### src/rtl/mc_ctrl_pkg.sv
// Shared encodings for the multi-cycle MIPS-subset controller: state codes,
// datapath select encodings, opcode/funct constants and instruction classes.
package mc_ctrl_pkg;

    localparam logic [31:0] PC_DEFAULT = 32'h0000_3000;

    typedef enum logic [2:0] {
        ST_FETCH  = 3'd0,
        ST_DECODE = 3'd1,
        ST_EXEC   = 3'd2,
        ST_MEM    = 3'd3,
        ST_WB     = 3'd4
    } state_t;

    localparam logic [1:0] NPC_PC4    = 2'd0;
    localparam logic [1:0] NPC_BRANCH = 2'd1;
    localparam logic [1:0] NPC_JUMP   = 2'd2;
    localparam logic [1:0] NPC_REG    = 2'd3;

    localparam logic [1:0] DST_RT = 2'd0;
    localparam logic [1:0] DST_RD = 2'd1;
    localparam logic [1:0] DST_RA = 2'd2;

    localparam logic [1:0] WD_ALU = 2'd0;
    localparam logic [1:0] WD_MEM = 2'd1;
    localparam logic [1:0] WD_PC4 = 2'd2;

    localparam logic [1:0] ALU_ADD = 2'd0;
    localparam logic [1:0] ALU_SUB = 2'd1;
    localparam logic [1:0] ALU_OR  = 2'd2;
    localparam logic [1:0] ALU_LUI = 2'd3;

    localparam logic EXT_ZERO = 1'b0;
    localparam logic EXT_SIGN = 1'b1;

    localparam logic [5:0] OP_SPECIAL = 6'h00;
    localparam logic [5:0] OP_J       = 6'h02;
    localparam logic [5:0] OP_JAL     = 6'h03;
    localparam logic [5:0] OP_BEQ     = 6'h04;
    localparam logic [5:0] OP_ORI     = 6'h0D;
    localparam logic [5:0] OP_LUI     = 6'h0F;
    localparam logic [5:0] OP_LW      = 6'h23;
    localparam logic [5:0] OP_SW      = 6'h2B;

    localparam logic [5:0] FN_JR   = 6'h08;
    localparam logic [5:0] FN_ADDU = 6'h21;
    localparam logic [5:0] FN_SUBU = 6'h23;

    // Bit positions of the one-hot instruction class vector.
    localparam int CLS_RCALC = 0;
    localparam int CLS_ORI   = 1;
    localparam int CLS_LUI   = 2;
    localparam int CLS_LW    = 3;
    localparam int CLS_SW    = 4;
    localparam int CLS_BEQ   = 5;
    localparam int CLS_J     = 6;
    localparam int CLS_JAL   = 7;
    localparam int CLS_JR    = 8;
    localparam int CLS_OTHER = 9;
    localparam int CLS_W     = 10;

    typedef logic [CLS_W-1:0] cls_t;

endpackage

### src/rtl/mc_ctrl_decode.sv
// Combinational instruction classifier: maps a 32-bit instruction onto a
// one-hot class, plus the add/subtract distinction inside the R-type class.
import mc_ctrl_pkg::*;

module mc_ctrl_decode (
    input  logic [31:0] instr,
    output cls_t        cls,
    output logic        rcalc_sub
);

    logic [5:0] opcode;
    logic [5:0] funct;
    logic       unused_fields;

    assign opcode = instr[31:26];
    assign funct  = instr[5:0];
    // Register numbers and immediates do not influence control flow.
    assign unused_fields = ^instr[25:6];

    always_comb begin
        cls       = '0;
        rcalc_sub = 1'b0;
        case (opcode)
            OP_SPECIAL: begin
                case (funct)
                    FN_ADDU: cls[CLS_RCALC] = 1'b1;
                    FN_SUBU: begin
                        cls[CLS_RCALC] = 1'b1;
                        rcalc_sub      = 1'b1;
                    end
                    FN_JR:   cls[CLS_JR] = 1'b1;
                    default: cls[CLS_OTHER] = 1'b1;
                endcase
            end
            OP_ORI:  cls[CLS_ORI] = 1'b1;
            OP_LUI:  cls[CLS_LUI] = 1'b1;
            OP_LW:   cls[CLS_LW]  = 1'b1;
            OP_SW:   cls[CLS_SW]  = 1'b1;
            OP_BEQ:  cls[CLS_BEQ] = 1'b1;
            OP_J:    cls[CLS_J]   = 1'b1;
            OP_JAL:  cls[CLS_JAL] = 1'b1;
            default: cls[CLS_OTHER] = 1'b1;
        endcase
    end

endmodule

### src/rtl/mc_ctrl.sv
// Multi-cycle FETCH/DECODE/EXEC/MEM/WB control FSM with retired-instruction
// counter. Define MC_CTRL_MEM_WAIT_EN to add mem_ready and stall in MEM.
import mc_ctrl_pkg::*;

module mc_ctrl (
    input  logic        clk,
    input  logic        reset,
    input  logic [31:0] instr,
    input  logic        zero,
`ifdef MC_CTRL_MEM_WAIT_EN
    input  logic        mem_ready,
`endif
    output logic        pc_we,
    output logic [1:0]  npc_sel,
    output logic        ir_we,
    output logic        reg_we,
    output logic [1:0]  reg_dst,
    output logic [1:0]  wd_sel,
    output logic        alu_src,
    output logic [1:0]  alu_op,
    output logic        ext_op,
    output logic        mem_we,
    output logic [2:0]  state,
    output logic [31:0] instr_cnt
);

    state_t      state_reg;
    state_t      state_next;
    logic [31:0] cnt_reg;
    cls_t        cls;
    logic        rcalc_sub;
    logic        mem_go;
    logic [1:0]  cls_alu_op;
    logic        cls_alu_src;
    logic        cls_ext_op;

`ifdef MC_CTRL_MEM_WAIT_EN
    assign mem_go = mem_ready;
`else
    assign mem_go = 1'b1;
`endif

    mc_ctrl_decode u_decode (
        .instr     (instr),
        .cls       (cls),
        .rcalc_sub (rcalc_sub)
    );

    // ALU configuration per class; held through EXEC, MEM and WB.
    always_comb begin
        cls_alu_op  = ALU_ADD;
        cls_alu_src = 1'b0;
        cls_ext_op  = EXT_ZERO;
        if (cls[CLS_RCALC]) begin
            cls_alu_op = rcalc_sub ? ALU_SUB : ALU_ADD;
        end else if (cls[CLS_ORI]) begin
            cls_alu_op  = ALU_OR;
            cls_alu_src = 1'b1;
        end else if (cls[CLS_LUI]) begin
            cls_alu_op  = ALU_LUI;
            cls_alu_src = 1'b1;
        end else if (cls[CLS_LW] || cls[CLS_SW]) begin
            cls_alu_op  = ALU_ADD;
            cls_alu_src = 1'b1;
            cls_ext_op  = EXT_SIGN;
        end else if (cls[CLS_BEQ]) begin
            cls_alu_op = ALU_SUB;
        end
    end

    always_ff @(posedge clk) begin
        if (reset) begin
            state_reg <= ST_FETCH;
            cnt_reg   <= '0;
        end else begin
            state_reg <= state_next;
            if (pc_we) begin
                cnt_reg <= cnt_reg + 32'd1;
            end
        end
    end

    always_comb begin
        state_next = ST_FETCH;
        pc_we      = 1'b0;
        npc_sel    = NPC_PC4;
        ir_we      = 1'b0;
        reg_we     = 1'b0;
        reg_dst    = DST_RT;
        wd_sel     = WD_ALU;
        alu_src    = 1'b0;
        alu_op     = ALU_ADD;
        ext_op     = EXT_ZERO;
        mem_we     = 1'b0;

        case (state_reg)
            ST_FETCH: begin
                ir_we      = 1'b1;
                state_next = ST_DECODE;
            end
            ST_DECODE: begin
                if (cls[CLS_OTHER]) begin
                    pc_we      = 1'b1;
                    state_next = ST_FETCH;
                end else begin
                    state_next = ST_EXEC;
                end
            end
            ST_EXEC: begin
                alu_op  = cls_alu_op;
                alu_src = cls_alu_src;
                ext_op  = cls_ext_op;
                if (cls[CLS_RCALC] || cls[CLS_ORI] || cls[CLS_LUI]) begin
                    state_next = ST_WB;
                end else if (cls[CLS_LW] || cls[CLS_SW]) begin
                    state_next = ST_MEM;
                end else if (cls[CLS_BEQ]) begin
                    pc_we   = 1'b1;
                    npc_sel = zero ? NPC_BRANCH : NPC_PC4;
                end else if (cls[CLS_J]) begin
                    pc_we   = 1'b1;
                    npc_sel = NPC_JUMP;
                end else if (cls[CLS_JAL]) begin
                    pc_we   = 1'b1;
                    npc_sel = NPC_JUMP;
                    reg_we  = 1'b1;
                    reg_dst = DST_RA;
                    wd_sel  = WD_PC4;
                end else if (cls[CLS_JR]) begin
                    pc_we   = 1'b1;
                    npc_sel = NPC_REG;
                end
            end
            ST_MEM: begin
                alu_op  = cls_alu_op;
                alu_src = cls_alu_src;
                ext_op  = cls_ext_op;
                // A store keeps mem_we up for the whole stall and retires on the ready cycle.
                if (cls[CLS_SW]) begin
                    mem_we     = 1'b1;
                    pc_we      = mem_go;
                    state_next = mem_go ? ST_FETCH : ST_MEM;
                end else if (cls[CLS_LW]) begin
                    state_next = mem_go ? ST_WB : ST_MEM;
                end
            end
            ST_WB: begin
                alu_op  = cls_alu_op;
                alu_src = cls_alu_src;
                ext_op  = cls_ext_op;
                reg_we  = 1'b1;
                pc_we   = 1'b1;
                reg_dst = cls[CLS_RCALC] ? DST_RD : DST_RT;
                wd_sel  = cls[CLS_LW] ? WD_MEM : WD_ALU;
            end
            default: state_next = ST_FETCH;
        endcase

        // Reset abandons the current instruction: nothing may be written on that edge.
        if (reset) begin
            pc_we   = 1'b0;
            npc_sel = NPC_PC4;
            ir_we   = 1'b0;
            reg_we  = 1'b0;
            reg_dst = DST_RT;
            wd_sel  = WD_ALU;
            alu_src = 1'b0;
            alu_op  = ALU_ADD;
            ext_op  = EXT_ZERO;
            mem_we  = 1'b0;
        end
    end

    assign state     = state_reg;
    assign instr_cnt = cnt_reg;

endmodule

### config.mk
export PLATFORM = sky130hd
export DESIGN_NAME = mc_ctrl
export DESIGN_NICKNAME = d
export VERILOG_FILES = /design/src/rtl/mc_ctrl_pkg.sv /design/src/rtl/mc_ctrl_decode.sv /design/src/rtl/mc_ctrl.sv
export SDC_FILE = /design/constraint.sdc
export NUM_CORES = 1
export LEC_CHECK = 0
export CORE_MARGIN = 2
export CORE_UTILIZATION = 45
export CTS_CLUSTER_DIAMETER = 200
export DETAILED_ROUTE_END_ITERATION = 7
export PLACE_DENSITY = 0.82
export SLEW_MARGIN = 20
export SYNTH_ARGS = -nofsm -noshare
export SYNTH_HDL_FRONTEND = slang
export SYNTH_SLANG_ARGS = --single-unit
### constraint.sdc
create_clock -name clk -period 3.41 [get_ports clk]
set_input_delay 0.5115 -clock clk [delete_from_list [all_inputs] [get_ports clk]]
set_output_delay 0.5115 -clock clk [all_outputs]
set_load 0.05 [all_outputs]
==> run metrics <==
status=complete, no violations; FF-to-FF Start=instr_cnt[4]$_SDFFE_PP0P_; Slew HR=about 56%; Worst Setup SP=instr[29]; average instance area after synthesis=roughly 8.1 sq um; H-tree Lvls=2; most frequent cells in the layout=clkdlybuf4s50_1 (49), dfxtp_1 (35), a21oi_1 (27); Top FF cell, synth=dfxtp_1; GRT overflow=0; Largest register FFs=32; die area=0.00507 sq mm; post-cts hold buffer count=0; largest net degree at the start of global routing=39; Hold Path Class=flop to flop; post-synthesis cell type count=47; CP delay by family, top=simple AND/OR/NAND/NOR gates; total power=896 uW; syn_nets=approximately 290; fillcell total=371; remaining routing DRC violations=0; pwr dens=305 mW/mm^2; drt first pass iters=4; DR vias/cell=5.98; sequential area share after synthesis=34.5%; Routed WL per cell=approximately 14 um; Worst Max-Slew Pin Slew=0.660 ns; Multi-input gate area=0.00125 sq mm; HPWL after detailed placement=3530 um; final hold violation count=0; Setup violations, final=0; initial antenna violation count=0; Tot GR Track Use=20.5%; CP Depth=7; post-CTS setup buffers=0; async set-reset flop share out of synthesis=0%; final WL=5130 um; reg2reg setup slack=1.01 ns; DRT antenna net count=0; maxcap violations=0; worst vdd rail ir drop=0.147 mV; Register Area=about 700 sq um; RSZ-0062 raised after global routing=false; period utilization=87.5%; final core utilization=67.4%; Buf+Inv Stages, Crit Path=2; WS Path Type=input pin to output pin; Max Transition Viols Final=0; CTS tree=done; Sink Count=35; cell area after synthesis=0.00203 sq mm; commonest non-fill, non-tap cell in the layout=clkdlybuf4s50_1; first-pass GRT wire length=about 8500 um; setup TNS=0 ns; CP cell instances=clkdlybuf4s50_1, nor3_2, nand4_1, nand2_1, nor2_1, nor4_1, buf_12; row count=24; Initial Util=46.7%; Leak=0.000915 uW; Critical Path Sink Type=output pin; Worst path slowest cell=clkdlybuf4s50_1; clock skew=around 0.0084 ns; EDFF count, synth=0; layout cell share with drive strength beyond 1=between 10% and 20%; WP data required=2.90 ns; Worst Reg-to-Reg Cells=5; Critical Path Max Stage Delay=0.53 ns; Skew-Pair Late Insertion Delay=0.29 ns; worst-path fanout max=6; Final min period=2.98 ns; # nets final=344; diode count=0; routed vias=around 2,200; die span in y=roughly 71 um; Num CTS Buffers=5; Gate Count Post-Synth=250; RD Place Congestion=0.806; clock-pin slew on the worst setup and hold paths=0.07 ns; highest clock rate=335 MHz; clock tree buffer depth=2; core box area=roughly 0.0044 sq mm; number of synthesized register bits=35; CP endpoint=alu_op[0]; Buffers on Ports=63; PostCTS Resize Cnt=0; Critical Path AT=between 2 and 2.5 ns; startpoint types=input pin; Ports=84; reg-to-reg endpoint=instr_cnt[24]$_SDFFE_PP0P_; Syn. warnings=0; Horiz. Die Dim=just over 70 um; Area growth, synth to finish=44.5%; clock tree root driver cell=clkbuf_8; vias in the first global route=1,945; Iter 0 DRT Violations=178
## layer usage
metal	wire length, um	global-route usage, %	up-vias
li1	-	-	1074
met1	2140	25.2	1005
met2	2530	33.4	71
met3	384	7.41	8
met4	72	6.71	0
met5	0	0	-
## worst min-delay path by stage
stage                     depth (start not counted)                          to  slack [ns]                  startpoint
final                                             2  instr_cnt[31]$_SDFFE_PP0P_        0.50  instr_cnt[31]$_SDFFE_PP0P_
after global routing                              2  instr_cnt[30]$_SDFFE_PP0P_        0.52  instr_cnt[30]$_SDFFE_PP0P_
after CTS                                         2  instr_cnt[31]$_SDFFE_PP0P_        0.50  instr_cnt[31]$_SDFFE_PP0P_
after detailed placement                          2  instr_cnt[31]$_SDFFE_PP0P_        0.49  instr_cnt[31]$_SDFFE_PP0P_
after global placement                            2  instr_cnt[31]$_SDFFE_PP0P_        0.47  instr_cnt[31]$_SDFFE_PP0P_
after floorplan                                   2  instr_cnt[17]$_SDFFE_PP0P_        0.71  instr_cnt[17]$_SDFFE_PP0P_
## worst reg2reg max path, stage by stage, from the launching register on
cell	delay (ns)
dfxtp_1	0.43
and4_1	0.25
nand2_1	0.39
or2_2	0.58
or4_1	0.50
a21oi_1	0.18
## through the flow
step	area, sq um	hold WS (ns)	setup slack, ns	std cells
2_1_floorplan	2030	0.712	0.0952	250
3_3_place_gp	2820	0.468	0.452	353
5_1_grt	2940	0.521	0.235	361
4_1_cts	2940	0.498	0.435	361
3_5_place_dp	2820	0.486	0.419	353
6_report	2940	0.498	0.427	361
## where the power goes
part	switching [uW]	internal (uW)	leakage (uW)
sequential	5.67	412	0.000282
clock	151	236	0.0000612
combinational	52.0	38.1	0.000572
total	209	687	0.000915
## final cells by class
cell class                      instances  share of cell area (%)
Clock buffer                            6                    2.81
Clock inverter                          2                    1.19
Inverter                                5                   0.639
Multi-Input combinational cell        194                    42.4
Sequential cell                        35                    23.9
Tap cell                               52                    2.22
Timing Repair Buffer                   67                    26.8
## cells by family (layout without fill, tap and decap cells)
| family | Yosys count | in the layout | synth area share, % |
|---|---|---|---|
| fa+ha+maj | 1 | 1 | 0.616 |
| compound gates | 68 | 68 | 23.1 |
| mux | 3 | 3 | 1.60 |
| flops | 35 | 35 | 34.5 |
| simple gates | 118 | 118 | 34.1 |
| buf+inv | 21 | 80 | 4.43 |
| xor+xnor | 4 | 4 | 1.72 |
## synth_stat cells, types with 2 or more instances
master	number	share of area [%]
buf_4	2	0.74
mux2_2	2	1.1
a21oi_1	27	6.7
nand3_1	9	2.2
o21ai_0	8	2.0
clkbuf_1	11	2.0
xor2_1	3	1.3
and3b_1	3	1.3
nand4_1	7	2.2
or4b_1	2	0.99
o41ai_1	2	0.86
and3_1	2	0.62
or4_1	18	6.7
or3_1	5	1.5
nor4_1	4	1.2
nor2_1	23	4.2
inv_1	5	0.92
nor3_1	8	2.0
and4_1	4	1.7
dfxtp_1	35	34
nand2_1	20	3.7
buf_2	3	0.74
nor2b_1	4	1.2
o31ai_1	20	7.4
(Power assumes the default switching activity.)
